**src/rtl/ex1_1_pkg.sv**
```systemverilog
// rtl/ex1_1_pkg.sv - shared constants and FSM state type for the 3-tap multiply-add block
//
// Purpose : default data width and the run-length FSM state encoding used by
//           ex1_1_window and ex1_1_mac3.
// Ports   : none (package).
package ex1_1_pkg;

   // Default width of data_in / data_out.
   localparam int unsigned DW_DEFAULT = 32;

   // Number of consecutive valid samples seen, saturating at RUN (>= 3).
   typedef enum logic [1:0] {
      IDLE = 2'd0,
      ONE  = 2'd1,
      TWO  = 2'd2,
      RUN  = 2'd3
   } mac_state_e;

endpackage

```
**src/rtl/ex1_1_window.sv**
```systemverilog
// rtl/ex1_1_window.sv - 3-entry sample window (two stored taps plus the live sample)
//
// Purpose : keeps the two previous valid samples so the top can form a*b+c,
//           where c is the current sample, b the one before, a the one before that.
// Ports   : clk      in   clock, all state on posedge
//           rst      in   synchronous active-high reset, clears stored taps
//           flush_i  in   invalidates the stored taps (a gap in the valid run)
//           shift_i  in   slide the window by one, loading sample_i
//           sample_i in   DW  current sample
//           a_o      out  DW  sample two valid cycles back
//           b_o      out  DW  sample one valid cycle back
//           c_o      out  DW  current sample (pass-through tap)
module ex1_1_window
   import ex1_1_pkg::*;
#(
   parameter int unsigned DW = DW_DEFAULT
) (
   input  logic          clk,
   input  logic          rst,
   input  logic          flush_i,
   input  logic          shift_i,
   input  logic [DW-1:0] sample_i,
   output logic [DW-1:0] a_o,
   output logic [DW-1:0] b_o,
   output logic [DW-1:0] c_o
);

   logic [DW-1:0] tap1_q, tap1_d;
   logic [DW-1:0] tap2_q, tap2_d;

   always_comb begin
      tap1_d = tap1_q;
      tap2_d = tap2_q;
      // Flush wins over shift so a stale sample can never survive a gap.
      if (flush_i) begin
         tap1_d = '0;
         tap2_d = '0;
      end else if (shift_i) begin
         tap2_d = tap1_q;
         tap1_d = sample_i;
      end
   end

   always_ff @(posedge clk) begin
      if (rst) begin
         tap1_q <= '0;
         tap2_q <= '0;
      end else begin
         tap1_q <= tap1_d;
         tap2_q <= tap2_d;
      end
   end

   assign a_o = tap2_q;
   assign b_o = tap1_q;
   assign c_o = sample_i;

endmodule

```
**src/rtl/ex1_1_mac3.sv**
```systemverilog
// rtl/ex1_1_mac3.sv - sliding 3-sample multiply-add: data_out = a*b + c
//
// Purpose : counts consecutive valid samples and, from the third one on,
//           registers a*b+c (unsigned, truncated to DW) one cycle later.
// Config  : EX1_1_MAC3_OVF_EN adds the ovf output (untruncated result > 2^DW-1).
// Ports   : clk      in   clock, all state on posedge
//           rst      in   synchronous active-high reset; also forces outputs to 0
//           validi   in   data_in valid this cycle
//           data_in  in   DW  input sample
//           valido   out  data_out holds a fresh result
//           data_out out  DW  a*b+c, held while valido=0
//           ovf      out  (EX1_1_MAC3_OVF_EN only) result overflowed DW bits
module ex1_1_mac3
   import ex1_1_pkg::*;
#(
   parameter int unsigned DW = DW_DEFAULT
) (
   input  logic          clk,
   input  logic          rst,
   input  logic          validi,
   input  logic [DW-1:0] data_in,
   output logic          valido,
   output logic [DW-1:0] data_out
`ifdef EX1_1_MAC3_OVF_EN
   ,
   output logic          ovf
`endif
);

   mac_state_e    state_q, state_d;
   logic          fire;
   logic [DW-1:0] win_a, win_b, win_c;
   logic          valid_q, valid_d;
   logic [DW-1:0] data_q, data_d;

   ex1_1_window #(
      .DW(DW)
   ) u_window (
      .clk      (clk),
      .rst      (rst),
      .flush_i  (~validi),
      .shift_i  (validi),
      .sample_i (data_in),
      .a_o      (win_a),
      .b_o      (win_b),
      .c_o      (win_c)
   );

   // Run-length FSM: any idle cycle restarts the count.
   always_ff @(posedge clk) begin
      if (rst) begin
         state_q <= IDLE;
      end else begin
         state_q <= state_d;
      end
   end

   always_comb begin
      state_d = IDLE;
      if (validi) begin
         case (state_q)
            IDLE:    state_d = ONE;
            ONE:     state_d = TWO;
            TWO:     state_d = RUN;
            RUN:     state_d = RUN;
            default: state_d = IDLE;
         endcase
      end
   end

   // Two earlier samples are already in the window when we are in TWO or RUN.
   assign fire = validi && ((state_q == TWO) || (state_q == RUN));

`ifdef EX1_1_MAC3_OVF_EN
   logic [2*DW:0] mac_wide;
   logic          ovf_q, ovf_d;

   always_comb begin
      mac_wide = (2*DW+1)'(win_a) * (2*DW+1)'(win_b) + (2*DW+1)'(win_c);
      valid_d  = fire;
      data_d   = data_q;
      ovf_d    = 1'b0;
      if (fire) begin
         data_d = mac_wide[DW-1:0];
         ovf_d  = |mac_wide[2*DW:DW];
      end
   end

   always_ff @(posedge clk) begin
      if (rst) begin
         ovf_q <= 1'b0;
      end else begin
         ovf_q <= ovf_d;
      end
   end

   assign ovf = ovf_q & ~rst;
`else
   always_comb begin
      valid_d = fire;
      data_d  = data_q;
      // Width is DW from context, so the product wraps to the low DW bits.
      if (fire) begin
         data_d = win_a * win_b + win_c;
      end
   end
`endif

   always_ff @(posedge clk) begin
      if (rst) begin
         valid_q <= 1'b0;
         data_q  <= '0;
      end else begin
         valid_q <= valid_d;
         data_q  <= data_d;
      end
   end

   // Reset also masks the outputs in the same cycle it is asserted.
   assign valido   = valid_q & ~rst;
   assign data_out = rst ? '0 : data_q;

endmodule

```
**config.mk**
```make
export PLATFORM = sky130hd
export DESIGN_NAME = ex1_1_mac3
export DESIGN_NICKNAME = d
export VERILOG_FILES = /design/src/rtl/ex1_1_pkg.sv /design/src/rtl/ex1_1_window.sv /design/src/rtl/ex1_1_mac3.sv
export SDC_FILE = /design/constraint.sdc
export NUM_CORES = 1
export LEC_CHECK = 0
export ABC_AREA = 1
export CORE_MARGIN = 3
export CORE_UTILIZATION = 45
export CTS_BUF_LIST = sky130_fd_sc_hd__clkbuf_8
export CTS_CLUSTER_DIAMETER = 120
export DETAILED_ROUTE_END_ITERATION = 10
export GPL_TIMING_DRIVEN = 1
export HOLD_SLACK_MARGIN = 0.05
export PLACE_DENSITY = 0.59
export SKIP_LAST_GASP = 1
export SLEW_MARGIN = 25
export SYNTH_ARGS = -nofsm -noshare
export SYNTH_HDL_FRONTEND = slang
export SYNTH_HIERARCHICAL = 1
export SYNTH_SLANG_ARGS = --single-unit
```
**constraint.sdc**
```tcl
create_clock -name clk -period 8.9 [get_ports clk]
set_input_delay 1.78 -clock clk [delete_from_list [all_inputs] [get_ports clk]]
set_output_delay 1.78 -clock clk [all_outputs]
set_load 0.005 [all_outputs]
```
==> impl_metrics.toml <==
[global_routing]
grt_pass1_wl_um = 105000
grt_usage_pct = 25.9
first_global_vias = 19306
grt_max_degree = 72
grt_antenna_before_repair = 1
grt-ovfl-total = 0

[synth]
synth_flop_cell = "dfxtp_1"
syn_avg_cell_area_um2 = 7.12
postSynthCellCount = 3153
synth_xor_area_share_pct = 1.13
synth.distinct_cells = 39
synth_edf_count = 0
synth_top_family_by_area = "adder cells"
synth_warnings = 6
async_flop_share_pct = 0
synth.ff_latch_count = 99
yosysSeqAreaShare_pct = 8.83
yosys.area_share.simple_pct = 19.8
synth_compound_area_share_pct = 2.68
synthAdderAreaFrac_pct = 46.0
syn_nets = 3750
synthMuxAreaShare_pct = 0
synth_area_mm2 = 0.0224

[sta]
clock_skew_ns = 0.0333
rsz0062_at_grt = "no"
hold_viol = 0
min_period_over_period_pct = 91.8
setup_violations = 0
min_period_ns = 8.17
drv_slew = 0
fmax_mhz = 122
hold_ws_ns = 0.469
relSlewSlack_pct = 25.8
tightest_slew_ns = 1.11
tns_ns = 0

[worst_setup_path]
reg2regPathDepth = 26
cp.arrival_ns = 8.55
critical_path_class = "input port to flip-flop"
rrSetupSlack_ns = 1.28
end_kind = "flip-flop"
crit_required_ns = 9.27
path_buf_inv = 9
crit_cells = 26
cp_top_family = "adder cells"
critPathMaxStageDelay_ns = 0.57
worstSetupStartpointType = "input port"
crit_fanout = 4
slowest_stage = "fa_1"

[floorplanning]
io_pins = 68
floorplan.rows = 81
dieWidth_um = 229
initial_core_util_pct = 45.7
dieArea_mm2 = 0.0526
die_h_um = 229
coreArea_mm2 = 0.0492

[clock_tree]
clk_pin_slew_ns = 0.13
postCtsSetupBuffers = 0
cts_hold_buf = 0
cts.path.max_buffers = 2
cts_tree = "yes"
cts_sinks = 99
cts_resized = 0
cts_root_buf = "clkbuf_8"
clk_latency_ns = 0.48
cts_made_buffers = 9
h-tree-depth = 3

[power]
combPwrFrac_pct = 43.1
vdd.ir_drop.worst_mv = 0.0651
p_per_area_mw_per_mm2 = 65.1
p_leak_nw = 14.9
p_seq_share_pct = 33.1
p_sw_share_pct = 45.8
switchingPower_w = 0.000709
finalPower_w = 0.00155
clkPwrFrac_pct = 23.8
p_int_w = 0.000839

[detailed_routing]
drc = 0
wl_per_cell_um = 17.0
via_per_inst = 4.81
routed_wl_um = 64500
ant_nets = 0
drt_first_iter_violations = 1203
first_pass_iters = 5
vias = 18224

[layout]
drive_gt1_share_pct = 3.13
syn_to_final_growth_pct = 5.88
fill_cells = 4964
final_cells = 3791
layout.nets = 3718
post-route-util_pct = 48.3

[placement]
hpwlAfterDp_um = 52700
numPortBuffers = 67
placed_cells = 3774
place_congestion = 0.924

[min_path]
min_path_type = "flip-flop to flip-flop"
whs_path_depth = 1

[flow_run]
timing.max_cap.violations = 0

[run_status]
outcome = "completed"
==> through the flow <==
step                      instance area, um2  setup WS [ns]
after detailed placement               23500          0.222
final                                  23800          0.727
after global placement                 23500          0.205
after global routing                   23800          0.425
after CTS                              23800          0.738
after floorplan                        22400           1.29
==> layer usage <==
| layer | vias up | global-route usage (%) | routed length (um) |
|---|---|---|---|
| met5 | - | 0 | 0 |
| met4 | 0 | 4.86 | 995 |
| met3 | 51 | 5.01 | 4480 |
| met2 | 518 | 42.5 | 29900 |
| met1 | 9097 | 35.9 | 29000 |
| li1 | 8558 | - | - |
==> cell usage after synthesis (2+ instances only) <==
master / n / area, um2
nor3_1: 2 / 10.0
o22ai_1: 23 / 144
a21oi_1: 36 / 180
buf_4: 52 / 390
nor2_1: 191 / 717
xor2_1: 19 / 166
xnor2_1: 10 / 87.6
ha_1: 124 / 1550
o21ai_0: 18 / 90.1
buf_1: 9 / 33.8
o21bai_1: 4 / 30.0
clkbuf_2: 3 / 15.0
clkbuf_1: 81 / 304
nand2_1: 864 / 3240
inv_2: 2 / 7.51
fa_1: 438 / 8770
nand3b_1: 9 / 67.6
buf_6: 3 / 33.8
inv_1: 1053 / 3950
a21o_1: 3 / 22.5
o22a_1: 5 / 43.8
dfxtp_1: 99 / 1980
nor3_2: 2 / 20.0
buf_2: 22 / 110
nor2_2: 7 / 43.8
nand3_1: 46 / 230
a211oi_1: 2 / 15.0
o21ai_1: 5 / 25.0
nand4_1: 11 / 68.8
==> state kept, by name, summed over array words and instances, names as in the netlist <==
register and flops:
u_window/a_o 32, data_q 32, state_q 2, valid_q 1, u_window/b_o 32
==> layout by cell type, fill, tap and decap left out, types with 2 or more instances in the layout <==
master           synthesis  layout
inv_1                 1053    1053
dfxtp_2                  0       6
clkbuf_8                 0       9
nor3_2                   2       2
xor2_1                  19      19
xnor2_1                 10      10
o21bai_1                 4       4
a21o_1                   3       3
o21ai_0                 18      18
nand2_1                864     864
nand4_1                 11      11
a21oi_1                 36      36
nor2_2                   7       7
nor3_1                   2       2
buf_4                   52      60
inv_8                    0       2
dfxtp_1                 99      93
nand3_1                 46      46
clkdlybuf4s50_1          0      66
inv_6                    0       2
fa_1                   438     438
o22ai_1                 23      23
clkinv_8                 0       2
nand3b_1                 9       9
o22a_1                   5       5
o21ai_1                  5       5
a211oi_1                 2       2
inv_2                    2       2
ha_1                   124     124
nor2_1                 191     190
==> logic make-up after synthesis <==
group	count (synthesis)
xor+xnor	29
fa+ha+maj	562
flops	99
buf+inv	1225
compound gates	102
simple gates	1136
==> area by class of cell <==
type | instances | area (um2) | share of cell area (%)
clock buffers | 9 | 124 | 0.521
diodes | 1 | 2.50 | 0.0105
well taps | 664 | 831 | 3.50
repair buffers | 127 | 1130 | 4.76
flip-flops and latches | 99 | 1990 | 8.37
inverters | 1055 | 3960 | 16.7
multi-input cells | 1829 | 15600 | 65.7
clock inverters | 7 | 103 | 0.432
==> power groups by stage <==
stage                     clock network, W  registers (W)  logic, W
after floorplan                          0       0.000478  0.000479
after global placement                   0       0.000521  0.000667
after detailed placement                 0       0.000521  0.000669
after CTS                         0.000386       0.000511  0.000673
after global routing              0.000398       0.000515  0.000757
final                             0.000368       0.000513  0.000667
==> worst paths after layout <==
check,start,end
worst max register to register,u_window/a_o[8],data_q[31]
worst min-delay path,state_q[0],state_q[0]
worst min register to register,state_q[0],state_q[0]
worst max-delay path,data_in[25],data_q[31]
Power figures use the tool's default switching activity.
